### config.mk
export PLATFORM = sky130hd
export DESIGN_NAME = dcsa64_ctrl
export DESIGN_NICKNAME = d
export VERILOG_FILES = /design/src/rtl/dcsa64_pkg.sv /design/src/rtl/dcsa64_rr_arb.sv /design/src/rtl/duplicated_carry_select_adder_64.sv /design/src/rtl/dcsa64_ctrl.sv
export SDC_FILE = /design/constraint.sdc
export NUM_CORES = 1
export LEC_CHECK = 0
export ABC_AREA = 1
export CORE_MARGIN = 4
export CORE_UTILIZATION = 44
export CTS_CLUSTER_SIZE = 10
export DETAILED_ROUTE_END_ITERATION = 6
export GPL_ROUTABILITY_DRIVEN = 0
export PLACE_DENSITY = 0.69
export SETUP_SLACK_MARGIN = 0.5
export SLEW_MARGIN = 10
export SYNTH_ARGS = -nofsm -noshare
export SYNTH_HDL_FRONTEND = slang
export SYNTH_SLANG_ARGS = --single-unit
### constraint.sdc
create_clock -name clk -period 2.8 [get_ports clk]
set_clock_uncertainty 0.2 [all_clocks]
set_input_delay 0.7 -clock clk [delete_from_list [all_inputs] [get_ports clk]]
set_output_delay 0.7 -clock clk [all_outputs]
set_load 0.03 [all_outputs]
### src/rtl/dcsa64_pkg.sv
// Shared types and helpers for the dcsa64_ctrl sequencer.
// Holds the operand width, the controller state encoding, the
// operand parity helper and the packed response record.
package dcsa64_pkg;

    localparam int WIDTH = 64;

    typedef enum logic [1:0] {
        IDLE  = 2'd0,
        EVAL  = 2'd1,
        CHECK = 2'd2,
        RESP  = 2'd3
    } state_e;

    typedef struct packed {
        logic             id;
        logic [WIDTH-1:0] sum;
        logic             err;
    } rsp_t;

    // Even parity (XOR reduction) of a 64-bit operand.
    function automatic logic parity64(input logic [WIDTH-1:0] v);
        return ^v;
    endfunction

endpackage

### src/rtl/dcsa64_rr_arb.sv
// Two-way round-robin arbiter. The pointer names the requester that wins
// under contention; after a grant the pointer moves to the other one.
module dcsa64_rr_arb (
    input  logic [1:0] valid_i,
    input  logic       ptr_i,
    input  logic       en_i,
    output logic [1:0] grant_o,
    output logic       ptr_nxt_o
);

    // Pointer requester first, otherwise the other one if it is valid.
    always_comb begin
        grant_o   = 2'b00;
        ptr_nxt_o = ptr_i;
        if (valid_i[ptr_i]) begin
            grant_o[ptr_i] = 1'b1;
        end else if (valid_i[~ptr_i]) begin
            grant_o[~ptr_i] = 1'b1;
        end
        if (en_i && (|grant_o)) begin
            ptr_nxt_o = ~grant_o[1];
        end
    end

endmodule

### src/rtl/duplicated_carry_select_adder_64.sv
// Dual-rail 64-bit carry-select adder with a parity echo.
// s is the true-rail sum, s_invert the inverted sum taken from a second,
// duplicate adder, papb echoes the input parities, pab is the parity of the sum.
module duplicated_carry_select_adder_64 (
    input  logic [63:0] a,
    input  logic [63:0] b,
    input  logic        pa,
    input  logic        pb,
    output logic [63:0] s,
    output logic [63:0] s_invert,
    output logic        papb,
    output logic        pab
);

    // Four 16-bit blocks, each precomputing carry-in 0 and 1 results.
    function automatic logic [63:0] csel_add(input logic [63:0] x, input logic [63:0] y);
        logic [63:0] r;
        logic [16:0] s0;
        logic [16:0] s1;
        logic        c;
        r = '0;
        c = 1'b0;
        for (int k = 0; k < 4; k++) begin
            s0 = {1'b0, x[k*16 +: 16]} + {1'b0, y[k*16 +: 16]};
            s1 = s0 + 17'd1;
            r[k*16 +: 16] = c ? s1[15:0] : s0[15:0];
            c = c ? s1[16] : s0[16];
        end
        return r;
    endfunction

    logic [63:0] sum_true;
    logic [63:0] sum_dup;

    assign sum_true = csel_add(a, b);
    assign sum_dup  = csel_add(a, b);
    assign s        = sum_true;
    assign s_invert = ~sum_dup;
    assign papb     = pa ^ pb;
    assign pab      = ^sum_true;

endmodule

### src/rtl/dcsa64_ctrl.sv
// Sequencer/arbiter around one duplicated_carry_select_adder_64.
// Two requesters share the adder round-robin; each op is evaluated from
// registered operands, checked (true vs inverted rail, parity echo) and
// returned over a valid/ready response port with an error flag.
// Optional build macro DCSA_RETRY_EN: a first check failure re-evaluates
// the same operands once before reporting an error.
module dcsa64_ctrl #(
    parameter int WIDTH     = 64,
    parameter int ERR_CNT_W = 8
) (
    input  logic                       clk,
    input  logic                       rst_n,
    input  logic [1:0]                 req_valid,
    output logic [1:0]                 req_ready,
    input  logic [1:0][WIDTH-1:0]      req_a,
    input  logic [1:0][WIDTH-1:0]      req_b,
    output logic                       rsp_valid,
    input  logic                       rsp_ready,
    output logic                       rsp_id,
    output logic [WIDTH-1:0]           rsp_sum,
    output logic                       rsp_err,
    output logic [ERR_CNT_W-1:0]       err_cnt,
    output logic                       busy
);

    import dcsa64_pkg::*;

    // Fault counter increment that sticks at all-ones.
    function automatic logic [ERR_CNT_W-1:0] sat_inc(input logic [ERR_CNT_W-1:0] c);
        return (&c) ? c : c + {{(ERR_CNT_W-1){1'b0}}, 1'b1};
    endfunction

    state_e               state_q;
    logic                 rr_ptr_q;
    logic                 rr_ptr_d;
    logic [WIDTH-1:0]     a_q;
    logic [WIDTH-1:0]     b_q;
    logic                 id_q;
    logic                 pa_q;
    logic                 pb_q;
    logic [WIDTH-1:0]     s_q;
    logic [WIDTH-1:0]     s_inv_q;
    logic                 papb_q;
    logic                 dbg_pab_unused_q;
`ifdef DCSA_RETRY_EN
    logic                 retry_q;
`endif
    rsp_t                 rsp_q;
    logic                 rsp_valid_q;
    logic [ERR_CNT_W-1:0] err_cnt_q;

    logic [1:0]           grant;
    logic                 gnt_id;
    logic                 hs;
    logic                 check_ok;
    logic [WIDTH-1:0]     s_w;
    logic [WIDTH-1:0]     s_inv_w;
    logic                 papb_w;
    logic                 pab_w;

    dcsa64_rr_arb u_arb (
        .valid_i   (req_valid),
        .ptr_i     (rr_ptr_q),
        .en_i      (hs),
        .grant_o   (grant),
        .ptr_nxt_o (rr_ptr_d)
    );

    duplicated_carry_select_adder_64 u_adder (
        .a        (a_q),
        .b        (b_q),
        .pa       (pa_q),
        .pb       (pb_q),
        .s        (s_w),
        .s_invert (s_inv_w),
        .papb     (papb_w),
        .pab      (pab_w)
    );

    // Accept only in IDLE and never while reset is asserted.
    assign req_ready = ((state_q == IDLE) && rst_n) ? grant : 2'b00;
    assign hs        = |(req_ready & req_valid);
    assign gnt_id    = grant[1];
    assign check_ok  = (s_q == ~s_inv_q) && (papb_q == (pa_q ^ pb_q));

    assign rsp_valid = rsp_valid_q;
    assign rsp_id    = rsp_q.id;
    assign rsp_sum   = rsp_q.sum;
    assign rsp_err   = rsp_q.err;
    assign err_cnt   = err_cnt_q;
    assign busy      = (state_q != IDLE);

    // Round-robin pointer advances only on an accepted request.
    always_ff @(posedge clk or negedge rst_n) begin
        if (!rst_n) begin
            rr_ptr_q <= 1'b0;
        end else begin
            rr_ptr_q <= rr_ptr_d;
        end
    end

    // Controller FSM: latch operands, evaluate, check, then respond.
    always_ff @(posedge clk or negedge rst_n) begin
        if (!rst_n) begin
            state_q          <= IDLE;
            a_q              <= '0;
            b_q              <= '0;
            id_q             <= 1'b0;
            pa_q             <= 1'b0;
            pb_q             <= 1'b0;
            s_q              <= '0;
            s_inv_q          <= '0;
            papb_q           <= 1'b0;
            dbg_pab_unused_q <= 1'b0;
`ifdef DCSA_RETRY_EN
            retry_q          <= 1'b0;
`endif
            rsp_q            <= '0;
            rsp_valid_q      <= 1'b0;
            err_cnt_q        <= '0;
        end else begin
            case (state_q)
                IDLE: begin
                    if (hs) begin
                        a_q     <= req_a[gnt_id];
                        b_q     <= req_b[gnt_id];
                        id_q    <= gnt_id;
                        pa_q    <= parity64(req_a[gnt_id]);
                        pb_q    <= parity64(req_b[gnt_id]);
                        state_q <= EVAL;
                    end
                end
                EVAL: begin
                    s_q              <= s_w;
                    s_inv_q          <= s_inv_w;
                    papb_q           <= papb_w;
                    dbg_pab_unused_q <= pab_w;
                    state_q          <= CHECK;
                end
                CHECK: begin
                    if (check_ok) begin
                        rsp_q       <= '{id: id_q, sum: s_q, err: 1'b0};
                        rsp_valid_q <= 1'b1;
                        state_q     <= RESP;
                    end else begin
                        err_cnt_q <= sat_inc(err_cnt_q);
`ifdef DCSA_RETRY_EN
                        if (!retry_q) begin
                            retry_q <= 1'b1;
                            state_q <= EVAL;
                        end else begin
                            rsp_q       <= '{id: id_q, sum: s_q, err: 1'b1};
                            rsp_valid_q <= 1'b1;
                            state_q     <= RESP;
                        end
`else
                        rsp_q       <= '{id: id_q, sum: s_q, err: 1'b1};
                        rsp_valid_q <= 1'b1;
                        state_q     <= RESP;
`endif
                    end
                end
                RESP: begin
                    if (rsp_ready) begin
                        rsp_valid_q <= 1'b0;
`ifdef DCSA_RETRY_EN
                        retry_q     <= 1'b0;
`endif
                        state_q     <= IDLE;
                    end
                end
                default: state_q <= IDLE;
            endcase
        end
    end

endmodule

* After elaboration in Yosys (flattened, before gate mapping)
Cells that the tools add are included.
** Storage, ports and cells
- Bits of input ports :: 261
- RAM bits :: 0
- Bits in read-only memories :: 0
- Register bits :: 338
- Latch bits :: 0
- Memories :: 0
- Logic and storage cells :: 86
** Cells by class
- Shift-type cells :: 0
- Bitwise operators :: 8
- Div/mod/pow operators :: 0
- $add $sub $neg :: 8
- Equality and inequality tests :: 7
- Mux-type cells :: 26
- $lt $le $gt $ge :: 5
- Reduce and logical (&&, ||, !) cells :: 17
- Multiply operators :: 0
** Operator list (count)
- $mux W64 :: 4
- $not A64 Y64 :: 2
- $reduce_xor A64 Y1 :: 2
- $eq A64 B64 Y1 :: 1
- $add A16 B16 Y17 :: 3
- $mux W16 :: 3
- $add A17 B1 Y17 const B :: 2
- $add A16 B1 Y16 const B :: 1
- $add A16 B16 Y16 :: 1
- $mux W1 :: 10
- $mux W2 :: 5
- $add A8 B1 Y8 const B :: 1
- $pmux W2 S4 :: 1
- $reduce_and A8 Y1 :: 1
- $lt A1 B2 Y1 const B :: 3
- $reduce_and A2 Y1 :: 3
- $logic_and A1 B1 Y1 :: 5
- $eq A2 B2 Y1 const B :: 2
- $not A1 Y1 :: 4
- $reduce_bool A2 Y1 :: 2
- $reduce_or A2 Y1 :: 2
- $reduce_and A3 Y1 :: 1
- $and A2 B2 Y2 :: 1
- $demux W1 S1 :: 2
- other kinds (8) :: 9

* Logic depth before layout (Yosys ltp)
- Word-level depth :: 12
- Mapped depth :: 23
- Depth with buffers taken out :: 21

* Modules after synthesis
From an unflattened synthesis, not the netlist that was laid out.
** Second synthesis, totals
- Cells, all modules :: 4059
- Area total of the unflattened synthesis :: 25689.6 µm²
** Modules (own cells, without submodules)
- dcsa64_ctrl :: area an instance 18754.2 µm², instances 1, sequential area each 8458.1 µm², cells each 2649
- duplicated_carry_select_adder_64 :: area an instance 6900.4 µm², instances 1, sequential area each 0.0 µm², cells each 1403
- dcsa64_rr_arb :: area an instance 35.0 µm², instances 1, sequential area each 0.0 µm², cells each 7

* Worst setup path after synthesis
No wires, ideal clock.
- Path kind :: register to register
- Start :: reg a_q[16]
- End :: reg s_inv_q[50]
- Stages on the path, launching flop included :: 22
- Data arrival time :: 2667 ps
- Period minus slack after synthesis :: 2985 ps
- Required time :: 2483 ps
- Slack :: -185 ps
- Library setup time :: 117 ps
- Buffers on the path :: 1
- Cell sequence :: dfrtp_1 > ha_1 > inv_1 > fa_1 > inv_1 > ha_1 > inv_1 > nor2_2 > nand3_1 > nor2_1 > nand2_1 > nor2_2 > nand2_2 > nor2_4 > nand2_1 > nand2_2 > nand3_2 > nand2_4 > buf_6 > nand2_1 > nand3_1 > nand2_1
** On the way
- Word-level cells in the longest chain between the ends :: 6
** RTL lines
- start: declaration :: line dcsa64_ctrl.sv:36 : logic [WIDTH-1:0] a_q;
- start signal: assignment :: line dcsa64_ctrl.sv:125 : a_q <= req_a[gnt_id];
- $add A16 B16 Y17 (*) :: line duplicated_carry_select_adder_64.sv:24 : s0 = {1'b0, x[k*16 +: 16]} + {1'b0, y[k*16 +: 16]};
- $add A17 B1 Y17 :: line duplicated_carry_select_adder_64.sv:25 : s1 = s0 + 17'd1;
- $mux W1 (*) (2 in series) :: line duplicated_carry_select_adder_64.sv:27 : c = c ? s1[16] : s0[16];
- $mux W16 (*) :: line duplicated_carry_select_adder_64.sv:26 : r[k*16 +: 16] = c ? s1[15:0] : s0[15:0];
- $not A64 Y64 (*) :: line duplicated_carry_select_adder_64.sv:38 : assign s_invert = ~sum_dup;
- end signal: assignment :: line dcsa64_ctrl.sv:135 : s_inv_q <= s_inv_w;
- end: declaration :: line dcsa64_ctrl.sv:42 : logic [WIDTH-1:0] s_inv_q;
Every way passes the cells marked *; elsewhere a longest branch is shown, timed or not.
A chain may end at the register's enable or synchronous reset.

* Worst setup path after layout
- Start :: reg a_q[16]
- End :: reg s_q[59]
** On the way
- Word-level cells in the longest chain between the ends :: 5
** RTL lines
- $add A16 B16 Y17 (*) :: line duplicated_carry_select_adder_64.sv:24
- $add A17 B1 Y17 :: line duplicated_carry_select_adder_64.sv:25
- $mux W1 (*) (2 in series) :: line duplicated_carry_select_adder_64.sv:27
- $mux W16 (*) :: line duplicated_carry_select_adder_64.sv:26
- end signal: assignment :: line dcsa64_ctrl.sv:134 : s_q <= s_w;
- end: declaration :: line dcsa64_ctrl.sv:41 : logic [WIDTH-1:0] s_q;
Marked as above.

==> out/summary.txt <==
grt total ovfl: 0
area delta synth->final: 46.6%
Worst-Skew Late Latency: 530 ps
Die Span X: 242 um
Seq/Total Area, Yosys: 0.350
die outline height: 242 um
Worst R2R Setup Slack: -380 ps
Cell Count, Final, Fillers Out: 5167
pwr/cell area: 1270 nW/um2
Power Total: 45.1 mW
leakage: 18.7 nW
min Tclk post-route: 3180 ps
setup violators final: 75
Async SR Flop Fraction: 1.00
PortBufs: 338
FF+latch count, synth: 338
EDFF count, synth: 0
Warnings, synthesis: 0
RSZ-0062 raised after global routing: yes
share of layout cells above drive strength 1: 0.232
final layout net count: 4799
cells along the critical path: ha_2 -> inv_2 -> fa_2 -> inv_2 -> ha_4 -> inv_2 -> nor2_4 -> nand3_2 -> nor2_2 -> nand2_1 -> nor2_2 -> nand2_2 -> nor2_4 -> nand2_2 -> nand2_4 -> nand2_8 -> nand2_8 -> nand2_8 -> clkbuf_16 -> nand2_2 -> nand3_2 -> nand2_1
Worst R2R Path Depth: 22
Vias: 25800
num ports: 339
placed cell count: 5010
slew at the pin closest to its max-slew limit: 929 ps
# diodes: 0
first-pass GRT wire length: 121000 um
Setup crit end: s_q[59]
pre-CTS setup slack: -797 ps
violated checks: negative setup slack
Critical Path End Type: register
CTS tree: done
CP max stage delay: 440 ps
crit path from: a_q[16]
Distinct cells, synth: 45
placed standard-cell area: 31100 um2
# Max-Cap Violations: 0
largest net degree at the start of global routing: 165
DR vias/cell: 4.99
reg2reg end: s_q[59]
Worst R2R Start: a_q[16]
Final HPWL DP: 60400 um
crit path max fanout: 9
initial antenna violation count: 0
final instance area: 35400 um2
Arr. time, crit path: 3440 ps
Routed Antenna Nets: 0
Starting Density: 0.446
CP required: 3060 ps
final core utilization: 0.654
critical path class: register to register
final WL: 81100 um
vias in the first global route: 23200
Worst-path clk slew: 60 ps
setup TNS: -22620 ps
Hold-fix buffers, CTS: 0
Final Hold Viols: 0
H-tree depth: 2
drc violations: 0
CTS sink cnt: 338
Final Max Slew Viols: 0
Root Buffer: clkbuf_16
crit path max-delay cell type: fa_2
die area: 58700 um2
Max clock buf depth: 3
Cell Area, Synth: 24200 um2
Num CTS Buffers: 41
initial drt markers: 1784
Rows: 85
Tcrit/Tclk final: 1.14
Syn Area/Cell: 6.46 um2
status: complete, but fails checks
Min-Delay Path Class: primary input to asynchronous set/reset pin
fmax: 314 MHz
CP startpoint kind: register
setup ws final: -382 ps
total nets after synthesis: 4077
worst hold slack: 40.0 ps
All-Layer GR Usage: 0.251
max_slew headroom: 0.381
most used flip-flop cell after synthesis: dfrtp_1
Mapped Cells: 3740
total iterations of the first detailed-routing run: 5
VDD IR max: 0.000599 V
routed length per instance: 15.7 um
Core ar.: 54100 um2
==> registers in the layout, summed over array words and instances, names as in the netlist, 2 cells and up <==
register	cells
b_q	64
rsp_sum	64
err_cnt	8
s_inv_q	64
a_q	64
s_q	64
state_q	2
==> report_power, final <==
| group | switching, mW | total [mW] | internal, mW |
|---|---|---|---|
| logic | 17.8 | 31.2 | 13.4 |
| registers | 1.96 | 9.28 | 7.33 |
| clock network | 1.95 | 4.60 | 2.65 |
| total | 21.7 | 45.1 | 23.4 |
==> cells in the mapped netlist, drive strengths merged (35+ instances only) <==
cell type / instances / area [um2]
nand4: 35 / 219
buf: 65 / 387
xor2: 57 / 499
inv: 482 / 1810
nand2: 1735 / 6560
ha: 72 / 901
dfrtp: 338 / 8460
nor2: 115 / 447
a21oi: 63 / 315
mux2: 52 / 586
o21ai: 309 / 1550
clkbuf: 58 / 218
nand3: 205 / 1040
==> cells by family after synthesis <==
family | synth area share
compound gates | 0.0965
flops | 0.350
mux | 0.0242
xor+xnor | 0.0323
buf+inv | 0.0999
simple gates | 0.356
fa+ha+maj | 0.0406
==> area by class of cell <==
type	count	area, um2
fill	4595	18700
multi-input combinational	2797	15400
sequential	338	8460
timing repair buffer	799	7680
inverter	482	1860
clock buffer	47	1060
tap	696	871
timing repair inverter	3	48.8
clock inverter	5	40.0
==> worst max-delay path, delay by kind of cell, from the launching register on <==
family,cells,cell delay (ps)
flip-flops,1,380
buffers and inverters,4,350
adder cells (fa/ha/maj),3,760
AND/OR/NAND/NOR,15,1410
==> worst min-delay path by stage <==
| stage | from | to |
|---|---|---|
| 3_3_place_gp | b_q[20] | b_q[20] |
| 5_1_grt | rst_n | rsp_sum[59] |
| 3_5_place_dp | b_q[26] | b_q[26] |
| 2_1_floorplan | rst_n | a_q[0] |
| 4_1_cts | rst_n | rsp_sum[59] |
| 6_report | rst_n | rsp_sum[59] |
==> cell usage in the layout (no fill, tap or decap), drive strengths merged, types with 32 or more instances in the layout <==
cell type / Yosys / layout
dfrtp: 338 / 338
dlygate4sd2: 0 / 53
ha: 72 / 72
nand3: 205 / 205
inv: 482 / 482
mux2: 52 / 52
a21oi: 63 / 63
clkdlybuf4s50: 0 / 257
nand4: 35 / 35
xnor2: 32 / 32
xor2: 57 / 57
clkbuf: 58 / 59
nand2: 1735 / 1735
nor2: 115 / 115
buf: 65 / 455
o21ai: 309 / 309
==> what timing repair did <==
action | 4_1_cts | 5_1_grt
pin swaps | 62 | 184
cloned | 1 | 19
buffers inserted | 44 | 41
setup endpoints to repair | 327 | 234
gates resized for setup | 236 | 487
==> routing by layer <==
layer	vias up	GRT usage	share of wire
met3	117	0.0331	0.060
met1	11800	0.360	0.45
met2	764	0.402	0.46
li1	13100	-	-
met5	-	0	0
met4	0	0.0683	0.032
(Power assumes the default switching activity.)
